[src/rtl/jtcps1_gfx_arb.sv]
// Round-robin arbiter sharing the CPS1 32-bit GFX ROM slot between the scroll and two star fetchers.
// Star fetchers arbitrate only when JTCPS1_STARS_EN is defined; otherwise stars read as transparent.
module jtcps1_gfx_arb #(
  parameter logic [21:0] STAR_BASE = 22'h3F_C000,
  parameter int unsigned TIMEOUT   = 255
) (
  input  logic        clk,
  input  logic        rst,
  input  logic [19:0] scr_addr_i,
  input  logic        scr_half_i,
  input  logic        scr_cs_i,
  output logic        scr_ok_o,
  output logic [31:0] scr_data_o,
  input  logic [12:0] star0_addr_i,
  input  logic        star0_cs_i,
  output logic        star0_ok_o,
  output logic [31:0] star0_data_o,
  input  logic [12:0] star1_addr_i,
  input  logic        star1_cs_i,
  output logic        star1_ok_o,
  output logic [31:0] star1_data_o,
  output logic [21:0] rom_addr_o,
  output logic        rom_half_o,
  output logic        rom_cs_o,
  input  logic        rom_ok_i,
  input  logic [31:0] rom_data_i
);

  localparam int unsigned AW  = 22;
  localparam int unsigned DW  = 32;
  localparam int unsigned SAW = 20;
  localparam int unsigned TAW = 13;
  localparam int unsigned TW  = 8;

  localparam logic [1:0]    REQ_SCR  = 2'd0;
  localparam logic [1:0]    REQ_S0   = 2'd1;
  localparam logic [1:0]    REQ_S1   = 2'd2;
  localparam logic [TW-1:0] TMO_LAST = TW'(TIMEOUT - 1);

  typedef enum logic [1:0] {
    ST_IDLE = 2'd0,
    ST_WAIT = 2'd1,
    ST_GAP  = 2'd2
  } state_t;

  state_t        state_q, state_d;
  logic [1:0]    ptr_q, ptr_d;
  logic [1:0]    win_q, win_d;
  logic [AW-1:0] rom_addr_q, rom_addr_d;
  logic          rom_half_q, rom_half_d;
  logic          rom_cs_q, rom_cs_d;
  logic [TW-1:0] tmr_q, tmr_d;
  logic          drop_q, drop_d;
  logic [SAW:0]  scr_tag_q, scr_tag_d;
  logic          scr_vld_q, scr_vld_d;
  logic [DW-1:0] scr_data_q, scr_data_d;

  logic [AW-1:0] scr_rom;
  logic          scr_hit;
  logic [2:0]    pend;
  logic [1:0]    pick;
  logic          win_match;
  logic          drop_now;

  assign scr_rom    = {2'b00, scr_addr_i};
  assign scr_hit    = scr_cs_i && scr_vld_q && ({scr_half_i, scr_addr_i} == scr_tag_q);
  assign scr_ok_o   = scr_hit;
  assign scr_data_o = scr_data_q;
  assign rom_addr_o = rom_addr_q;
  assign rom_half_o = rom_half_q;
  assign rom_cs_o   = rom_cs_q;

`ifdef JTCPS1_STARS_EN
  localparam logic [AW-1:0] STAR1_BASE = STAR_BASE + 22'd8192;

  logic [TAW-1:0] s0_tag_q, s0_tag_d, s1_tag_q, s1_tag_d;
  logic           s0_vld_q, s0_vld_d, s1_vld_q, s1_vld_d;
  logic [DW-1:0]  s0_data_q, s0_data_d, s1_data_q, s1_data_d;
  logic [AW-1:0]  s0_rom, s1_rom;
  logic           s0_hit, s1_hit;

  assign s0_rom       = STAR_BASE + {9'd0, star0_addr_i};
  assign s1_rom       = STAR1_BASE + {9'd0, star1_addr_i};
  assign s0_hit       = star0_cs_i && s0_vld_q && (star0_addr_i == s0_tag_q);
  assign s1_hit       = star1_cs_i && s1_vld_q && (star1_addr_i == s1_tag_q);
  assign star0_ok_o   = s0_hit;
  assign star1_ok_o   = s1_hit;
  assign star0_data_o = s0_data_q;
  assign star1_data_o = s1_data_q;
  assign pend         = {star1_cs_i & ~s1_hit, star0_cs_i & ~s0_hit, scr_cs_i & ~scr_hit};
`else
  logic unused_star;

  assign star0_ok_o   = star0_cs_i;
  assign star1_ok_o   = star1_cs_i;
  assign star0_data_o = 32'hFFFF_FFFF;
  assign star1_data_o = 32'hFFFF_FFFF;
  assign pend         = {2'b00, scr_cs_i & ~scr_hit};
  assign unused_star  = &{1'b0, star0_addr_i, star1_addr_i, STAR_BASE};
`endif

  // First pending requester at or after the round-robin pointer
  always_comb begin
    case (ptr_q)
      REQ_S0:  pick = pend[1] ? REQ_S0  : (pend[2] ? REQ_S1  : REQ_SCR);
      REQ_S1:  pick = pend[2] ? REQ_S1  : (pend[0] ? REQ_SCR : REQ_S0);
      default: pick = pend[0] ? REQ_SCR : (pend[1] ? REQ_S0  : REQ_S1);
    endcase
  end

  // Winner still presents the address that is on the ROM bus
  always_comb begin
    win_match = scr_cs_i && (scr_rom == rom_addr_q) && (scr_half_i == rom_half_q);
`ifdef JTCPS1_STARS_EN
    if (win_q == REQ_S0)      win_match = star0_cs_i && (s0_rom == rom_addr_q);
    else if (win_q == REQ_S1) win_match = star1_cs_i && (s1_rom == rom_addr_q);
`endif
  end

  always_comb begin
    state_d    = state_q;
    ptr_d      = ptr_q;
    win_d      = win_q;
    rom_addr_d = rom_addr_q;
    rom_half_d = rom_half_q;
    rom_cs_d   = rom_cs_q;
    tmr_d      = tmr_q;
    drop_d     = drop_q;
    scr_tag_d  = scr_tag_q;
    scr_vld_d  = scr_vld_q;
    scr_data_d = scr_data_q;
`ifdef JTCPS1_STARS_EN
    s0_tag_d   = s0_tag_q;
    s0_vld_d   = s0_vld_q;
    s0_data_d  = s0_data_q;
    s1_tag_d   = s1_tag_q;
    s1_vld_d   = s1_vld_q;
    s1_data_d  = s1_data_q;
`endif
    drop_now   = drop_q | ~win_match;

    case (state_q)
      ST_WAIT: begin
        drop_d = drop_now;
        if (rom_ok_i || (tmr_q == TMO_LAST)) begin
          state_d  = ST_GAP;
          rom_cs_d = 1'b0;
`ifdef JTCPS1_STARS_EN
          ptr_d    = (win_q == REQ_S1) ? REQ_SCR : win_q + 2'd1;
`endif
          // A winner that moved away while waiting gets nothing; it re-arbitrates
          if (rom_ok_i && !drop_now) begin
            if (win_q == REQ_SCR) begin
              scr_tag_d  = {scr_half_i, scr_addr_i};
              scr_vld_d  = 1'b1;
              scr_data_d = rom_data_i;
            end
`ifdef JTCPS1_STARS_EN
            else if (win_q == REQ_S0) begin
              s0_tag_d  = star0_addr_i;
              s0_vld_d  = 1'b1;
              s0_data_d = rom_data_i;
            end else begin
              s1_tag_d  = star1_addr_i;
              s1_vld_d  = 1'b1;
              s1_data_d = rom_data_i;
            end
`endif
          end
        end else begin
          tmr_d = tmr_q + TW'(1);
        end
      end
      // GAP keeps rom_cs low for this cycle but may already launch the next grant
      default: begin
        state_d  = ST_IDLE;
        rom_cs_d = 1'b0;
        if (|pend) begin
          state_d    = ST_WAIT;
          rom_cs_d   = 1'b1;
          tmr_d      = '0;
          drop_d     = 1'b0;
          win_d      = pick;
          rom_addr_d = scr_rom;
          rom_half_d = scr_half_i;
`ifdef JTCPS1_STARS_EN
          if (pick == REQ_S0) begin
            rom_addr_d = s0_rom;
            rom_half_d = 1'b0;
          end else if (pick == REQ_S1) begin
            rom_addr_d = s1_rom;
            rom_half_d = 1'b0;
          end
`endif
        end
      end
    endcase
  end

  always_ff @(posedge clk or posedge rst) begin
    if (rst) begin
      state_q    <= ST_IDLE;
      ptr_q      <= REQ_SCR;
      win_q      <= REQ_SCR;
      rom_addr_q <= '0;
      rom_half_q <= 1'b0;
      rom_cs_q   <= 1'b0;
      tmr_q      <= '0;
      drop_q     <= 1'b0;
      scr_tag_q  <= '0;
      scr_vld_q  <= 1'b0;
      scr_data_q <= '0;
`ifdef JTCPS1_STARS_EN
      s0_tag_q   <= '0;
      s0_vld_q   <= 1'b0;
      s0_data_q  <= '0;
      s1_tag_q   <= '0;
      s1_vld_q   <= 1'b0;
      s1_data_q  <= '0;
`endif
    end else begin
      state_q    <= state_d;
      ptr_q      <= ptr_d;
      win_q      <= win_d;
      rom_addr_q <= rom_addr_d;
      rom_half_q <= rom_half_d;
      rom_cs_q   <= rom_cs_d;
      tmr_q      <= tmr_d;
      drop_q     <= drop_d;
      scr_tag_q  <= scr_tag_d;
      scr_vld_q  <= scr_vld_d;
      scr_data_q <= scr_data_d;
`ifdef JTCPS1_STARS_EN
      s0_tag_q   <= s0_tag_d;
      s0_vld_q   <= s0_vld_d;
      s0_data_q  <= s0_data_d;
      s1_tag_q   <= s1_tag_d;
      s1_vld_q   <= s1_vld_d;
      s1_data_q  <= s1_data_d;
`endif
    end
  end

endmodule

[config.mk]
export PLATFORM = sky130hd
export DESIGN_NAME = jtcps1_gfx_arb
export DESIGN_NICKNAME = d
export VERILOG_FILES = /design/src/rtl/jtcps1_gfx_arb.sv
export SDC_FILE = /design/constraint.sdc
export NUM_CORES = 1
export LEC_CHECK = 0
export ABC_AREA = 1
export CORE_ASPECT_RATIO = 0.8
export CORE_MARGIN = 2
export CORE_UTILIZATION = 45
export CTS_CLUSTER_SIZE = 25
export DETAILED_ROUTE_END_ITERATION = 10
export DONT_BUFFER_PORTS = 1
export PLACE_DENSITY = 0.71
export SYNTH_ARGS = -nofsm -noshare
export SYNTH_HDL_FRONTEND = slang
export SYNTH_SLANG_ARGS = --single-unit
[constraint.sdc]
create_clock -name clk -period 7.2 [get_ports clk]
set_input_delay 1.44 -clock clk [delete_from_list [all_inputs] [get_ports clk]]
set_output_delay 1.44 -clock clk [all_outputs]
set_load 0.05 [all_outputs]
==> reports/metrics.cfg <==
[timing]
finalCriticalPeriod_ns = 3.936
fin_crit_sh_pct = 54.67
rsz0062_at_grt = false
worst_pin_slew_ns = 0.9127
setup_tns_ns = 0
setup_viol = 0
finalMaxSlewViolations = 0
hold_violations = 0
skew_ns = 0.006646
max_clock_freq_mhz = 254.1
slew_headroom_pct = 39.03

[synth]
synth_top_area_cell = dfrtp_1
syn_area_um2 = 4985
synth_simple_gate_area_share_pct = 31.83
ys.warnings.count = 0
synth_edf_count = 0
syn_area_per_cell_um2 = 7.716
synthMuxAreaShare_pct = 0
synth.distinct_cells = 31
synth-async-reset-ratio_pct = 100.0
synth.top_cell.area_share_pct = 43.17
synth_compound_area_share_pct = 3.589
ys_top_cells_by_area = dfrtp_1 (43%), nand2_1 (18%), buf_4 (10%)
synth_top_family_by_area = simple AND/OR/NAND/NOR gates
synth_cells = 646
synthXorXnorAreaFrac_pct = 2.108
seq_area_frac_synth_pct = 43.17
ys.flop_type = dfrtp_1
synth_adder_area_share_pct = 0.5020
synth-seq-cells = 86

[drt]
ant_nets = 0
routed_via_density = 4.976
wl_mm = 11.53
wl_met3_um = 898
vias = 3871
highest_layer = met4
routed-wl-met2_mm = 5.524
wl_per_cell_um = 14.81
dr.pass1.iters = 5
drt_iter0_drc = 291
drc = 0
met1_length_mm = 4.981

[finish]
antenna_cells = 0
area_growth_pct = 0.7027
drive_gt1_share_pct = 5.994
regArea_um2 = 2152
nets = 717
final_common_cell = nand2_1
multi_input_area_um2 = 2148
final_cell_mix = nand2_1 (242), dfrtp_1 (86), conb_1 (66)
n_fill_cell = 1066

[clocking]
hold_buffers = 0
cts_tree = done
cts_setup_buffers = 0
clock-root-buffer = clkbuf_16
clk_pin_slew_ns = 0.05
cts_resized = 0
htree_levels = 3
clock-sinks = 86
cts_made_buffers = 9
clock_latency_ns = 0.34
clockBufferDepth = 2

[setup_path]
worst_ep_required_time_ns = 5.76
slowest_stage = inv_1
crit_buf_inv = 2
end_kind = output pin
r2r_slack_ns = 4.08
crit_cells = 8
rr_worst_depth = 7
crit_arrival_ns = 2.50
r2r_start = rom_addr_o[17]
slowest_delay_ns = 0.36
path_cells = inv_1 -> nand2_1 -> o21ai_0 -> nor2_1 -> nand2_1 -> nor2_1 -> nand3_1 -> inv_1
critPathKind = input pin to output pin
cp-startpoint = scr_addr_i[17]
crit_path_start_kind = input pin
cp_max_fo = 4
worst_path_dominant_cell_family = simple AND/OR/NAND/NOR gates
r2r-end = scr_data_o[1]

[floorplan]
ios = 208
initial_core_util_pct = 45.95
core_um2 = 10850
rows = 34
dieArea_um2 = 11940
die_x_um = 121.7
die_y_um = 98.14

[power_and_ir_drop]
peakVddDrop_mv = 0.1043
power_leakage_nw = 2.780
power_density_nw_per_um2 = 278.3
p_total_mw = 1.397

[global_route]
grt_pass1_vias = 3627
grt_max_degree = 65
grt_pass1_wl_mm = 18.08
grt_usage_pct = 19.44
grt-ovfl-total = 0
grt_antenna_before_repair = 0

[worst_hold_path]
worstHoldPathCells = 2
min-delay-start = scr_vld_q
hold_class = flop to flop
hold_path_end = scr_vld_q

[run]
maxCapViolCount = 0

[place]
numPortBuffers = 0
gp_congestion = 0.8021
dp_hpwl_mm = 7.790

[run_status]
outcome = complete, no violations

-- report_power, final --
part	switching [mW]	internal [mW]	leakage (nW)
Combinational	0.198	0.0537	1.48
Sequential	0.164	0.520	1.16
Clock	0.186	0.275	0.141
-- Yosys cell counts (all sizes together), types with 2 or more instances --
master / number
nand2: 244
buf: 87
dfrtp: 86
inv: 58
nand4: 56
nor2: 40
o21ai: 29
nand3: 14
xor2: 9
clkbuf: 7
xnor2: 3
a21oi: 2
clkinv: 2
conb: 2
ha: 2
or2: 2
-- layout make-up --
class	instances	share of cell area, %
Clock buffer	11	4.836
Sequential cell	86	42.87
Tap cell	144	3.589
Inverter	60	4.511
Timing Repair Buffer	3	0.4487
Clock inverter	4	0.9472
Multi-Input combinational cell	470	42.80
-- registers in the layout (all words and copies together) (netlist names) --
register	flops
scr_vld_q	1
state_q	2
drop_q	1
scr_data_o	32
rom_half_o	1
rom_addr_o	20
tmr_q	8
scr_tag_q	21
-- stage by stage --
stage	setup WS, ns	util (%)	hold WS [ns]	instances	instance area [um2]
after global placement	3.320	43.60	0.4467	763	4730
after CTS	3.273	46.27	0.4660	778	5020
after floorplan	3.538	-	0.4338	710	5225
after detailed placement	3.273	43.60	0.4505	763	4730
after global routing	3.112	46.27	0.4766	778	5020
final	3.264	46.27	0.4611	778	5020
-- worst max path at each step --
| stage | end | slack, ns |
|---|---|---|
| 2_1_floorplan | drop_q | 3.54 |
| 3_5_place_dp | scr_ok_o | 3.27 |
| 4_1_cts | scr_ok_o | 3.27 |
| 6_report | scr_ok_o | 3.26 |
| 5_1_grt | scr_ok_o | 3.11 |
| 3_3_place_gp | scr_ok_o | 3.32 |
-- metal layers --
layer | GRT usage (%) | vias up
met5 | 0 | -
met4 | 4.775 | 0
met2 | 32.15 | 155
met1 | 24.75 | 1844
li1 | - | 1861
met3 | 6.308 | 11
-- kinds of logic (layout without fill, tap and decap cells) --
| family | after synthesis | count (layout) |
|---|---|---|
| AND/OR/NAND/NOR | 357 | 357 |
| adder cells (fa/ha/maj) | 2 | 2 |
| other | 2 | 66 |
| AO/OA/AOI/OAI | 33 | 33 |
| buffers and inverters | 154 | 78 |
| XOR/XNOR | 12 | 12 |
| flip-flops | 86 | 86 |
-- worst register-to-register path, stage by stage (launching register included) --
cell and delay (ns):
dfrtp_1 0.68, nor2_1 0.12, nor3_2 0.22, nand2_2 0.11
nor2_8 0.63, nand4_4 0.89, nand2_1 0.27, nand2_1 0.08
No activity file was read; power rests on OpenSTA's default activity.
